`config.mk`:
```
export PLATFORM = sky130hd
export DESIGN_NAME = rr_arbiter_8
export DESIGN_NICKNAME = d
export VERILOG_FILES = /design/src/rtl/rr_arbiter_8.sv
export SDC_FILE = /design/constraint.sdc
export NUM_CORES = 1
export LEC_CHECK = 0
export BUFFER_PORTS_ARGS = -buffer_cell sky130_fd_sc_hd__buf_2
export CAP_MARGIN = 30
export CELL_PAD_IN_SITES_DETAIL_PLACEMENT = 1
export CELL_PAD_IN_SITES_GLOBAL_PLACEMENT = 1
export CORE_MARGIN = 4
export CORE_UTILIZATION = 45
export CTS_BUF_LIST = sky130_fd_sc_hd__clkbuf_4
export CTS_CLUSTER_DIAMETER = 120
export DETAILED_ROUTE_END_ITERATION = 7
export PLACE_DENSITY = 0.76
export SLEW_MARGIN = 40
export SYNTH_ARGS = -nofsm -noshare
export SYNTH_HDL_FRONTEND = slang
export SYNTH_SLANG_ARGS = --single-unit
```
`constraint.sdc`:
```
create_clock -name clk -period 4.5 [get_ports clk]
set_input_delay 0 -clock clk [delete_from_list [all_inputs] [get_ports clk]]
set_output_delay 0 -clock clk [all_outputs]
set_load 0.005 [all_outputs]
```
`src/rtl/rr_arbiter_8.sv`:
```
`default_nettype none
// ============================================================================
//  Module      : rr_arbiter_8
//  Description : 8-way round-robin arbiter with bounded hold time, forced
//                revocation (timeout pulse) and a fixed two-cycle dead time
//                between owners. All outputs are registered; the one-hot
//                grant is a registered decode of the winning index.
//  Revision    : 1.0 - initial release
// ============================================================================
module rr_arbiter_8 #(
    parameter int MAX_HOLD = 16
) (
    input  logic       clk,
    input  logic       rst,
    input  logic [7:0] req,
    output logic [7:0] gnt,
    output logic [2:0] gnt_idx,
    output logic       gnt_valid,
    output logic       timeout
);

    localparam int HW = (MAX_HOLD > 1) ? $clog2(MAX_HOLD) : 1;
    localparam logic [HW-1:0] C_HOLD_LAST = HW'(MAX_HOLD - 1);

    localparam logic [1:0] C_IDLE    = 2'd0;
    localparam logic [1:0] C_GRANT   = 2'd1;
    localparam logic [1:0] C_RELEASE = 2'd2;

    logic [1:0]    r_state;
    logic [1:0]    w_state_nxt;
    logic [7:0]    r_gnt;
    logic [2:0]    r_gnt_idx;
    logic          r_gnt_valid;
    logic          r_timeout;
    logic [HW-1:0] r_hold_cnt;
    logic [2:0]    r_last_idx;

    logic [2:0]    w_win_idx;
    logic [2:0]    w_cand;
    logic          w_any;
    logic          w_owner_req;
    logic          w_hold_done;
    logic [7:0]    w_gnt_nxt;
    logic [2:0]    w_gnt_idx_nxt;
    logic          w_gnt_valid_nxt;
    logic          w_timeout_nxt;
    logic [HW-1:0] w_hold_nxt;
    logic [2:0]    w_last_idx_nxt;

    assign w_owner_req = req[r_gnt_idx];
    assign w_hold_done = (r_hold_cnt == C_HOLD_LAST);

    // Rotating priority search: first set request after the last winner, wrapping 7 -> 0
    always_comb begin
        w_win_idx = r_last_idx;
        w_any     = 1'b0;
        w_cand    = r_last_idx;
        for (int k = 1; k <= 8; k++) begin
            w_cand = r_last_idx + 3'(k);
            if (!w_any && req[w_cand]) begin
                w_win_idx = w_cand;
                w_any     = 1'b1;
            end
        end
    end

    // State register and registered outputs
    always_ff @(posedge clk) begin
        if (rst) begin
            r_state     <= C_IDLE;
            r_gnt       <= 8'h00;
            r_gnt_idx   <= 3'd0;
            r_gnt_valid <= 1'b0;
            r_timeout   <= 1'b0;
            r_hold_cnt  <= '0;
            r_last_idx  <= 3'd7;
        end else begin
            r_state     <= w_state_nxt;
            r_gnt       <= w_gnt_nxt;
            r_gnt_idx   <= w_gnt_idx_nxt;
            r_gnt_valid <= w_gnt_valid_nxt;
            r_timeout   <= w_timeout_nxt;
            r_hold_cnt  <= w_hold_nxt;
            r_last_idx  <= w_last_idx_nxt;
        end
    end

    // Next-state logic: owner release or hold limit both end the grant
    always_comb begin
        w_state_nxt = r_state;
        case (r_state)
            C_IDLE:    if (w_any) w_state_nxt = C_GRANT;
            C_GRANT:   if (!w_owner_req || w_hold_done) w_state_nxt = C_RELEASE;
            C_RELEASE: w_state_nxt = C_IDLE;
            default:   w_state_nxt = C_IDLE;
        endcase
    end

    // Next output values; a release coinciding with the hold limit is a normal release
    always_comb begin
        w_timeout_nxt   = (r_state == C_GRANT) && w_owner_req && w_hold_done;
        w_gnt_valid_nxt = (w_state_nxt == C_GRANT);
        w_gnt_idx_nxt   = r_gnt_idx;
        w_last_idx_nxt  = r_last_idx;
        if (r_state == C_IDLE && w_any) begin
            w_gnt_idx_nxt  = w_win_idx;
            w_last_idx_nxt = w_win_idx;
        end
        w_gnt_nxt  = w_gnt_valid_nxt ? (8'h01 << w_gnt_idx_nxt) : 8'h00;
        w_hold_nxt = (r_state == C_GRANT && w_state_nxt == C_GRANT) ?
                     r_hold_cnt + HW'(1) : '0;
    end

    assign gnt       = r_gnt;
    assign gnt_idx   = r_gnt_idx;
    assign gnt_valid = r_gnt_valid;
    assign timeout   = r_timeout;

endmodule
`default_nettype wire

```
Yosys cells after proc, flatten, opt, wreduce, memory -nomap -nowiden
Cells that the tools add are included.
- flip-flop bits (word level): 22
- word-level logic and storage cells: 91
- reduce and logical (&&, ||, !) cells: 23
- shifts and indexed selects: 1
- add/subtract/negate cells: 8
- equality and inequality tests: 3
- order comparisons: 9
- multiplexer cells: 38
- bitwise operators: 2
- operators by type and width (operator ; number):
    $lt A3 B4 Y1 const B ; 9
    $bmux W1 S3 ; 9
    $mux W3 ; 9
    $mux W1 ; 17
    $add A3 B3 Y3 const B ; 4
    $logic_and A1 B1 Y1 ; 11
    $logic_not A1 Y1 ; 8
    $shl A1 B3 Y8 const A ; 1
    $add A3 B2 Y3 const B ; 2
    $add A4 B1 Y4 const B ; 1
    $eq A2 B1 Y1 const B ; 2
    $eq A4 B4 Y1 const B ; 1
    $mux W2 ; 2
    $pmux W2 S2 ; 1
    $reduce_or A2 Y1 ; 2
    $add A3 B1 Y3 const B ; 1
    $logic_not A2 Y1 ; 1
    $not A1 Y1 ; 2
    $logic_or A1 B1 Y1 ; 1

Depth between registers and ports, before layout
Gate-level depths: netlist of run 1.
- depth in word-level cells: 31
- gate-level depth with buffers: 13
- gate-level depth less buffers: 10

Worst setup path after synthesis of run 1
Ideal clock, no wire load.
- path type: register to register
- start point: register r_last_idx[0]
- end point: register r_gnt[4] (netlist: gnt[4])
- cell stages (with the launch flop): 13
- arrival time: 3466 ps
- required time: 4404 ps
- setup slack: 938 ps
- period minus slack after synthesis: 3562 ps
- path through: dfxtp_1 buf_4 inv_2 ha_1 buf_6 mux4_1 or4_4 nor4b_4 nand2_2 nand2_4 nor2_2 a222oi_1 nor4b_1
- longest elaborated chain between the ends: 30
- ends and longest elaborated chain (what ; RTL line ; RTL):
    start, declared ; 36 ; logic [2:0] r_last_idx;
    start signal, assigned ; 84 ; r_last_idx <= w_last_idx_nxt;
    $add A3 B1 Y3 ; 59 ; w_cand = r_last_idx + 3'(k);
    $bmux W1 S3 ; 60 ; if (!w_any && req[w_cand]) begin
    $mux W1 (implied by the code) ; 60 ;
    $mux W1 ; 60 ;
    $logic_not A1 Y1 ; 60 ;
    $logic_and A1 B1 Y1 ; 60 ;
    $mux W1 ; 60 ;
    $logic_not A1 Y1 ; 60 ;
    (+14 left out) ; - ;
    $logic_not A1 Y1 ; 60 ;
    $logic_and A1 B1 Y1 ; 60 ;
    $mux W1 ; 60 ;
    $mux W2 ; 92 ; C_IDLE: if (w_any) w_state_nxt = C_GRANT;
    $pmux W2 S2 ; 91 ; case (r_state)
    $eq A2 B1 Y1 ; 102 ; w_gnt_valid_nxt = (w_state_nxt == C_GRANT);
    $not A1 Y1 (no line) ; - ;
    $reduce_or A2 Y1 (no line) ; - ;
    end signal, assigned ; 79 ; r_gnt <= w_gnt_nxt;
    end, declared ; 31 ; logic [7:0] r_gnt;
Parallel ways exist; a longest one is shown, timed or not. The select of a mux whose other input is x is not followed.
A chain may end at the register's enable or synchronous reset.

Final worst setup path of run 1
- start point: register r_last_idx[0]
- end point: register r_gnt[6] (netlist: gnt[6])
Same word-level chain as after synthesis.

==> results_dict.tcl, run 1 <==
set metrics [dict create \
    drv_slew 0 \
    setup_viol 0 \
    final_layout_size_suffix_gt1_frac 0.303 \
    ir_drop_uv 300 \
    finish.utilization 0.508 \
    met2_length_um 2670 \
    rrSetupSlack_ps 340 \
    p_int_uw 830 \
    syn_nets 208 \
    drt_first_pass_iters 4 \
    chipHeight_um 74.6 \
    post_cts_buffers 0 \
    hold_start "req[5]" \
    cts_sinks 22 \
    port_buffers 22 \
    die_w_um 74.6 \
    r2r_start "r_last_idx[0]" \
    hold_violations 0 \
    power.share.clock 0.055 \
    dieArea_um2 5560 \
    finalCriticalPeriod_ps 4160 \
    path_class "flop to flop" \
    gr-total-overflow 0 \
    swShare 0.476 \
    fin_cells 258 \
    grt_pass1_vias 1709 \
    grt_pass1_wl_um 8850 \
    routed.top_layer "met4" \
    start_util 0.482 \
    numCtsBuffers 3 \
    status "finished, final reports clean" \
    wl_per_cell_um 20.2 \
    synth_warnings 0 \
    synth_edf_count 0 \
    placed_cells 254 \
    worst_r2r_path_depth 11 \
    core_area_um2 4140 \
    timing.final.crit_share 0.926 \
    worst-path-max-fanout 15 \
    clockRootBuffer "clkbuf_4" \
    hpwl_um 4000 \
    tns_ps 0 \
    p_leak_uw 0.000879 \
    relSlewSlack 0.520 \
    gp_congestion 0.868 \
    remaining_drc_errors 0 \
    area_growth_pct 5.52 \
    combPwrFrac 0.745 \
    r2r-end "gnt[6]" \
    wirelength_um 5220 \
    rsz0062_at_grt "no" \
    postRouteAntennaNets 0 \
    cts_htree_levels 1 \
    finalClockSkew_ps 6.25 \
    ys.flop_type "dfxtp_1" \
    hold_class "input pin to flop" \
    cts_buffer_depth 2 \
    cts_tree "done" \
    whs_ps 444 \
    met3WireLength_um 242 \
    synth_cells 195 \
    pre_cts_ws_ps 336 \
    start_kind "flop" \
    drt_iter0_drc 105 \
    fmax_ghz 0.240 \
    setup_ws_ps 335 \
    switching_power_uw 754 \
    io_pins 23 \
    grt_start_max_net_pins 25 \
    diodes 0 \
    cts_resized 0 \
    synth_cell_types 56 \
    globalRouteTotalUtil 0.206 \
    fin_nets 223 \
    ys_async_sr_fraction 0 \
    num_rows 23 \
    via_per_inst 6.40 \
    ys_seq_elements 22 \
    crit_arrival_ps 4360 \
    seq_power_share 0.200 \
    ys_seq_area_frac 0.221 \
    tightest_slew_ps 720 \
    synth.cell_area_um2 2000 \
    power_density_nw_per_um2 752 \
    fill_cells 491 \
    critPathLaunch "r_last_idx[0]" \
    endpoint "gnt[6]" \
    critical_path_required_ps 4690 \
    crit_path_end_kind "flop" \
    clkTransAtPathRegs_ps 120 \
    antenna_found_initial 0 \
    syn_avg_cell_area_um2 10.2 \
    vias 1652 \
    drv_cap 0 \
    wl_met1_um 2240 \
    worstSkewPairLatency_ps 300 \
]
## per-stage QoR
step           cell area [um^2]  power (uW)
2_1_floorplan              2000        1240
3_3_place_gp               2070        1430
3_5_place_dp               2070        1490
4_1_cts                    2110        1580
5_1_grt                    2110        1720
6_report                   2110        1580
## cell usage after synthesis, drive strengths merged, types with 3 or more instances
cell    instances  share of area
nand3          10          0.025
xor2            3          0.013
clkbuf          8          0.027
nor2           14          0.028
a21oi           4          0.010
ha              3          0.019
nor2b           5          0.016
dfxtp          22           0.22
and2            3         0.0094
nand2          16          0.035
buf             7          0.025
xnor2           4          0.018
o21ai           4          0.010
mux2           11          0.062
inv             4         0.0075
mux2i          17          0.085
mux4           17           0.21
nor4b           5          0.029
## how the worst min path moves through the flow
stage	end	slack (ps)	depth (start not counted)
2_1_floorplan	gnt_idx[0]	250	2
3_3_place_gp	gnt_idx[2]	300	2
3_5_place_dp	gnt_idx[1]	310	2
4_1_cts	r_state[1]	430	4
5_1_grt	r_state[1]	480	4
6_report	r_state[1]	440	4
## cells in the final DEF, fill, tap and decap left out, types with 3 or more instances in the layout
master     n
nor2_1    13
mux4_2     9
mux4_1     8
xor2_1     3
o21ai_0    4
buf_2     22
clkbuf_4   3
ha_1       3
inv_1      3
nor4b_1    4
mux2i_1   17
xnor2_1    4
nor2b_1    5
nand3_1   10
dfxtp_1   21
and2_1     3
buf_4      4
mux2_2    11
nand2_1   14
a21oi_1    4
## cells by family (layout without fill, tap and decap cells)
group,Yosys count,in the layout,synth area share
DFF,22,22,0.221
xor gates and xnor gates,7,7,0.0307
and+or+nand+nor,67,67,0.196
muxes,45,45,0.354
buffers and inverters,22,35,0.0727
adders and majority gates,3,3,0.0188
AOI/OAI and AO/OA,29,29,0.107
## layer usage
layer	vias up	GRT usage
met3	6	0.0216
met5	-	0
met2	50	0.356
li1	775	-
met1	821	0.279
met4	0	0.0455
## cell type report
type / instances / area, um^2 / area share
Inverter: 5 / 18.8 / 0.00891
Tap cell: 50 / 62.6 / 0.0297
Clock buffer: 3 / 22.5 / 0.0107
Timing Repair Buffer: 27 / 150 / 0.0713
Sequential cell: 22 / 442 / 0.210
Multi-Input combinational cell: 151 / 1410 / 0.670
## critical path: stages (launching register included)
cell and delay, ps:
dfxtp_1 750, inv_2 250, ha_1 480, buf_4 270, mux2_2 360, mux4_2 520, a221oi_1 250, a211oi_1 90
a211o_1 230, a21oi_1 310, a21oi_1 160, nor4b_1 370
## sequential cells by signal, summed over array words and instances, names as in the netlist
signal / count
r_hold_cnt: 4
gnt: 8
gnt_idx: 3
timeout: 1
r_last_idx: 3
r_state: 2
gnt_valid: 1
## power by group through the flow
stage	sequential [uW]	combinational (uW)	clock, uW
after floorplan	277	963	0
after global placement	314	1120	0
after detailed placement	322	1170	0
after CTS	317	1170	92.4
after global routing	325	1290	99.9
final	316	1180	87.5
## repair_timing
action | 4_1_cts | 5_1_grt
endpoints found under the setup margin | 0 | 0
hold buffers | 1 | 0
endpoints found under the hold margin | 3 | 0
Note: power is estimated with default switching activity, not from simulation.
==> run 2: changes to the inputs <==
--- a/config.mk
+++ b/config.mk
@@ -7,14 +7,12 @@
 export LEC_CHECK = 0
 export BUFFER_PORTS_ARGS = -buffer_cell sky130_fd_sc_hd__buf_2
 export CAP_MARGIN = 30
-export CELL_PAD_IN_SITES_DETAIL_PLACEMENT = 1
-export CELL_PAD_IN_SITES_GLOBAL_PLACEMENT = 1
 export CORE_MARGIN = 4
 export CORE_UTILIZATION = 45
 export CTS_BUF_LIST = sky130_fd_sc_hd__clkbuf_4
 export CTS_CLUSTER_DIAMETER = 120
 export DETAILED_ROUTE_END_ITERATION = 7
-export PLACE_DENSITY = 0.76
+export PLACE_DENSITY = 0.62
 export SLEW_MARGIN = 40
 export SYNTH_ARGS = -nofsm -noshare
 export SYNTH_HDL_FRONTEND = slang
==> results_dict.tcl, run 2 (same netlist as run 1, synthesis figures left out) <==
set metrics [dict create \
    path_class "flop to flop" \
    rrSetupSlack_ps 730 \
    start_util 0.482 \
    slowest_stage "mux4_2" \
    via_per_inst 6.44 \
    vias 1669 \
    worstSkewPairLatency_ps 310 \
    critical_path_required_ps 4720 \
    wl_per_cell_um 17.9 \
    grt_start_max_net_pins 25 \
    clkTransAtPathRegs_ps 120 \
    port_buffers 22 \
    timing.final.crit_share 0.839 \
    r2r-end "gnt[6]" \
    layout_commonest_cell "buf_2" \
    postRouteAntennaNets 0 \
    worst-path-max-fanout 16 \
    drv_cap 0 \
    hold_start "req[7]" \
    tightest_slew_ps 584 \
    hold_violations 0 \
    hold_buffers 1 \
    cts_htree_levels 1 \
    start_kind "flop" \
    finalCriticalPeriod_ps 3770 \
    worst_r2r_path_depth 12 \
    worstHoldPathCells 4 \
    hold_class "input pin to flop" \
    r2r_start "r_last_idx[0]" \
    clockRootBuffer "clkbuf_4" \
    pre_cts_ws_ps 754 \
    finalClockSkew_ps 4.60 \
    io_pins 23 \
    largest_register_ffs 8 \
    drt_iter0_drc 137 \
    crit_arrival_ps 3990 \
    hpwl_um 3400 \
    numCtsBuffers 3 \
    dieArea_um2 5560 \
    cts_sinks 22 \
    tns_ps 0 \
    core_area_um2 4140 \
    fin_nets 223 \
    chipHeight_um 74.6 \
    fmax_ghz 0.265 \
    post_cts_buffers 0 \
    area_growth_pct 5.71 \
    gr-total-overflow 0 \
    gp_congestion 0.947 \
    grt_pass1_wl_um 7690 \
    p_leak_uw 0.000879 \
    drv_slew 0 \
    rsz0062_at_grt "no" \
    cts_tree "done" \
    whs_ps 392 \
    relSlewSlack 0.611 \
    fin_cells 259 \
    drt_first_pass_iters 5 \
    grt_pass1_vias 1541 \
    status "finished, final reports clean" \
    diodes 0 \
    ir_drop_uv 240 \
    die_w_um 74.6 \
    setup_viol 0 \
    power_density_nw_per_um2 737 \
    worstPathCellList "buf_4 -> inv_2 -> ha_1 -> buf_4 -> mux2_2 -> mux4_2 -> a221oi_1 -> a211oi_1 -> a211o_1 -> a21oi_1 -> a21oi_1 -> nor4b_1" \
    wirelength_um 4620 \
    antenna_found_initial 0 \
    cts_resized 0 \
    max_stage_delay_ps 530 \
    crit_path_end_kind "flop" \
    placed_cells 254 \
    globalRouteTotalUtil 0.178 \
    remaining_drc_errors 0 \
    final_layout_size_suffix_gt1_frac 0.301 \
    cts_buffer_depth 2 \
    holdPathEnd "r_state[1]" \
    setup_ws_ps 727 \
    num_rows 23 \
    layout_common_cells "buf_2, dfxtp_1, mux2i_1" \
    finish.utilization 0.509 \
]
## run 2: cell count changes in the layout (fill, tap and decap cells not counted)
cell and change:
clkinv_1 +1
## run 2: per-layer routing
layer	up-vias	GRT usage	wire (um)
li1	779	-	-
met1	834	0.255	2150
met2	50	0.286	2170
met3	6	0.0270	251
met4	0	0.0356	48
met5	-	0	0
## run 2: critical path, delay by kind of cell, from the launching register on
| kind | cells | cell delay (ps) |
|---|---|---|
| mux | 2 | 890 |
| buf+inv | 3 | 660 |
| flops | 1 | 330 |
| compound gates | 5 | 1020 |
| simple gates | 1 | 330 |
| fa+ha+maj | 1 | 430 |
## run 2: final cells by class
cell class / instances / area (um^2)
fillers: 423 / 2030
multi-input cells: 151 / 1410
flip-flops and latches: 22 / 442
repair buffers: 27 / 150
well taps: 50 / 62.6
clock buffers: 3 / 22.5
inverters: 5 / 18.8
clock inverters: 1 / 3.75
## run 2: worst max path at each step
| stage | startpoint | to | slack [ps] | depth (start not counted) |
|---|---|---|---|---|
| after floorplan | r_last_idx[0] | gnt[4] | 940 | 12 |
| after global placement | r_last_idx[0] | gnt[6] | 1010 | 12 |
| after detailed placement | r_last_idx[0] | gnt[6] | 750 | 12 |
| after CTS | r_last_idx[0] | gnt[6] | 700 | 12 |
| after global routing | r_last_idx[0] | gnt[3] | 400 | 12 |
| final | r_last_idx[0] | gnt[6] | 730 | 12 |
## run 2: report_power, final
part	switching (uW)	total [uW]	internal, uW
logic	612	1160	549
clock network	60.8	93.3	32.5
registers	53.5	300	246
## run 2: stage by stage
step / total power (uW) / area (um^2)
after global placement: 1420 / 2070
final: 1550 / 2110
after floorplan: 1240 / 2000
after CTS: 1550 / 2110
after global routing: 1680 / 2110
after detailed placement: 1450 / 2070
==> run 3: changes to the inputs <==
--- a/config.mk
+++ b/config.mk
@@ -12,7 +12,7 @@
 export CTS_BUF_LIST = sky130_fd_sc_hd__clkbuf_4
 export CTS_CLUSTER_DIAMETER = 120
 export DETAILED_ROUTE_END_ITERATION = 7
-export PLACE_DENSITY = 0.62
+export PLACE_DENSITY = 0.65
 export SLEW_MARGIN = 40
 export SYNTH_ARGS = -nofsm -noshare
 export SYNTH_HDL_FRONTEND = slang
==> constraint.sdc (replaced) <==
create_clock -name clk -period 3.3 [get_ports clk]
set_input_delay 0 -clock clk [delete_from_list [all_inputs] [get_ports clk]]
set_output_delay 0 -clock clk [all_outputs]
set_load 0.005 [all_outputs]
==> results_dict.tcl, run 3 (same netlist as run 1, synthesis figures left out) <==
set metrics [dict create \
    gr-total-overflow 0 \
    timing.final.crit_share 0.983 \
    swShare 0.450 \
    grt_start_max_net_pins 17 \
    drv_cap 0 \
    worstSkewPairLatency_ps 310 \
    grt_pass1_vias 1737 \
    drt_iter0_drc 88 \
    cpMostUsedCell "buf_4" \
    drv_slew 0 \
    globalRouteTotalUtil 0.180 \
    io_pins 23 \
    worstPathCellList "inv_8 -> ha_4 -> buf_4 -> buf_4 -> mux2_2 -> mux4_2 -> a21oi_2 -> o21ai_0 -> nor2_1 -> nor2_2 -> a222oi_1 -> buf_4 -> clkdlybuf4s15_2 -> nor4_1" \
    power_density_nw_per_um2 1060 \
    critical_path_required_ps 3490 \
    final_layout_size_suffix_gt1_frac 0.396 \
    remaining_drc_errors 0 \
    vias 1721 \
    drt_first_pass_iters 4 \
    hpwl_um 3610 \
    clockRootBuffer "clkbuf_4" \
    path_class "flop to flop" \
    gp_congestion 0.923 \
    ir_drop_uv 462 \
    finalClockSkew_ps 2.43 \
    p_leak_uw 0.000962 \
    via_per_inst 6.26 \
    cts_sinks 22 \
    clkTransAtPathRegs_ps 120 \
    cts_htree_levels 1 \
    wl_per_cell_um 18.1 \
    max_stage_delay_ps 490 \
    slowest_stage "mux4_2" \
    fill_cells 377 \
    hold_violations 0 \
    tightest_slew_ps 594 \
    setup_viol 0 \
    start_kind "flop" \
    fin_nets 239 \
    seq_power_share 0.168 \
    wirelength_um 4970 \
    chipHeight_um 74.6 \
    p_int_uw 1340 \
    postRouteAntennaNets 0 \
    antenna_found_initial 0 \
    layout_common_cells "buf_2, dfxtp_1, mux2i_1" \
    layout_commonest_cell "buf_2" \
    whs_ps 448 \
    combPwrFrac 0.781 \
    finish.utilization 0.555 \
    finalCriticalPeriod_ps 3240 \
    hold_class "input pin to flop" \
    start_util 0.482 \
    status "finished, final reports clean" \
    crit_arrival_ps 3440 \
    port_buffers 22 \
    crit_path_end_kind "flop" \
    worst-path-max-fanout 10 \
    area_growth_pct 15.2 \
    dieArea_um2 5560 \
    cts_tree "done" \
    die_w_um 74.6 \
    cp_top_family "multiplexers" \
    relSlewSlack 0.604 \
    largest_register_ffs 8 \
    cts_buffer_depth 2 \
    grt_pass1_wl_um 7880 \
    fmax_ghz 0.308 \
    core_area_um2 4140 \
    switching_power_uw 1100 \
    diodes 0 \
    critPathBufInv 5 \
    numCtsBuffers 3 \
    power.share.clock 0.051 \
    num_rows 23 \
]
-- run 3: path summary, 6_finish.rpt --
| path | from | endpoint | depth (start not counted) | slack, ps |
|---|---|---|---|---|
| max | r_last_idx[0] | gnt[7] | 14 | 60 |
| min | req[7] | r_state[1] | 4 | 450 |
| max reg2reg | r_last_idx[0] | gnt[7] | 14 | 60 |
| min reg2reg | r_hold_cnt[0] | r_hold_cnt[0] | 1 | 460 |
-- run 3: through the flow --
stage	TNS (ps)	total power, uW	setup slack [ps]	area [um^2]	cells
after floorplan	-4.57	1750	-2.29	2040	195
after global routing	-272	2600	-66.4	2300	275
after CTS	0	2220	6.61	2180	263
after detailed placement	0	2090	31.3	2140	258
final	0	2440	55.8	2300	275
after global placement	0	2040	101	2140	258
-- run 3: cell type report --
cell class,count,area (um^2),area share
Timing Repair Buffer,43,283,0.123
Clock buffer,3,22.5,0.00980
Clock inverter,1,3.75,0.00163
Tap cell,50,62.6,0.0272
Inverter,5,31.3,0.0136
Multi-Input combinational cell,151,1450,0.630
Sequential cell,22,448,0.195
-- run 3: layer usage --
| layer | global-route usage | share of wire | wire length (um) | vias up |
|---|---|---|---|---|
| li1 | - | - | - | 807 |
| met1 | 0.233 | 0.44 | 2190 | 856 |
| met2 | 0.310 | 0.50 | 2470 | 50 |
| met3 | 0.0324 | 0.048 | 237 | 8 |
| met4 | 0.0455 | 0.016 | 82 | 0 |
| met5 | 0 | 0 | 0 | - |
-- run 3: repair_timing --
item / 4_1_cts / 5_1_grt
hold endpoints to repair: 3 / 0
setup buffers: 0 / 11
resized for setup: 0 / 12
hold buffers: 1 / 0
setup endpoints to repair: 0 / 9
-- run 3: power groups by stage --
stage	clock network [uW]	registers, uW	logic, uW
floorplan	0	382	1370
global placement	0	422	1620
detailed placement	0	426	1670
CTS	127	420	1670
global route	139	418	2040
finish	124	410	1910
-- run 3: worst register-to-register path, cell delays in order, from the launching register on --
cell and delay (ps):
dfxtp_4 430, inv_8 70, ha_4 300, buf_4 130, buf_4 100, mux2_2 310, mux4_2 490, a21oi_2 120
o21ai_0 90, nor2_1 230, nor2_2 80, a222oi_1 290, buf_4 180, clkdlybuf4s15_2 240, nor4_1 60
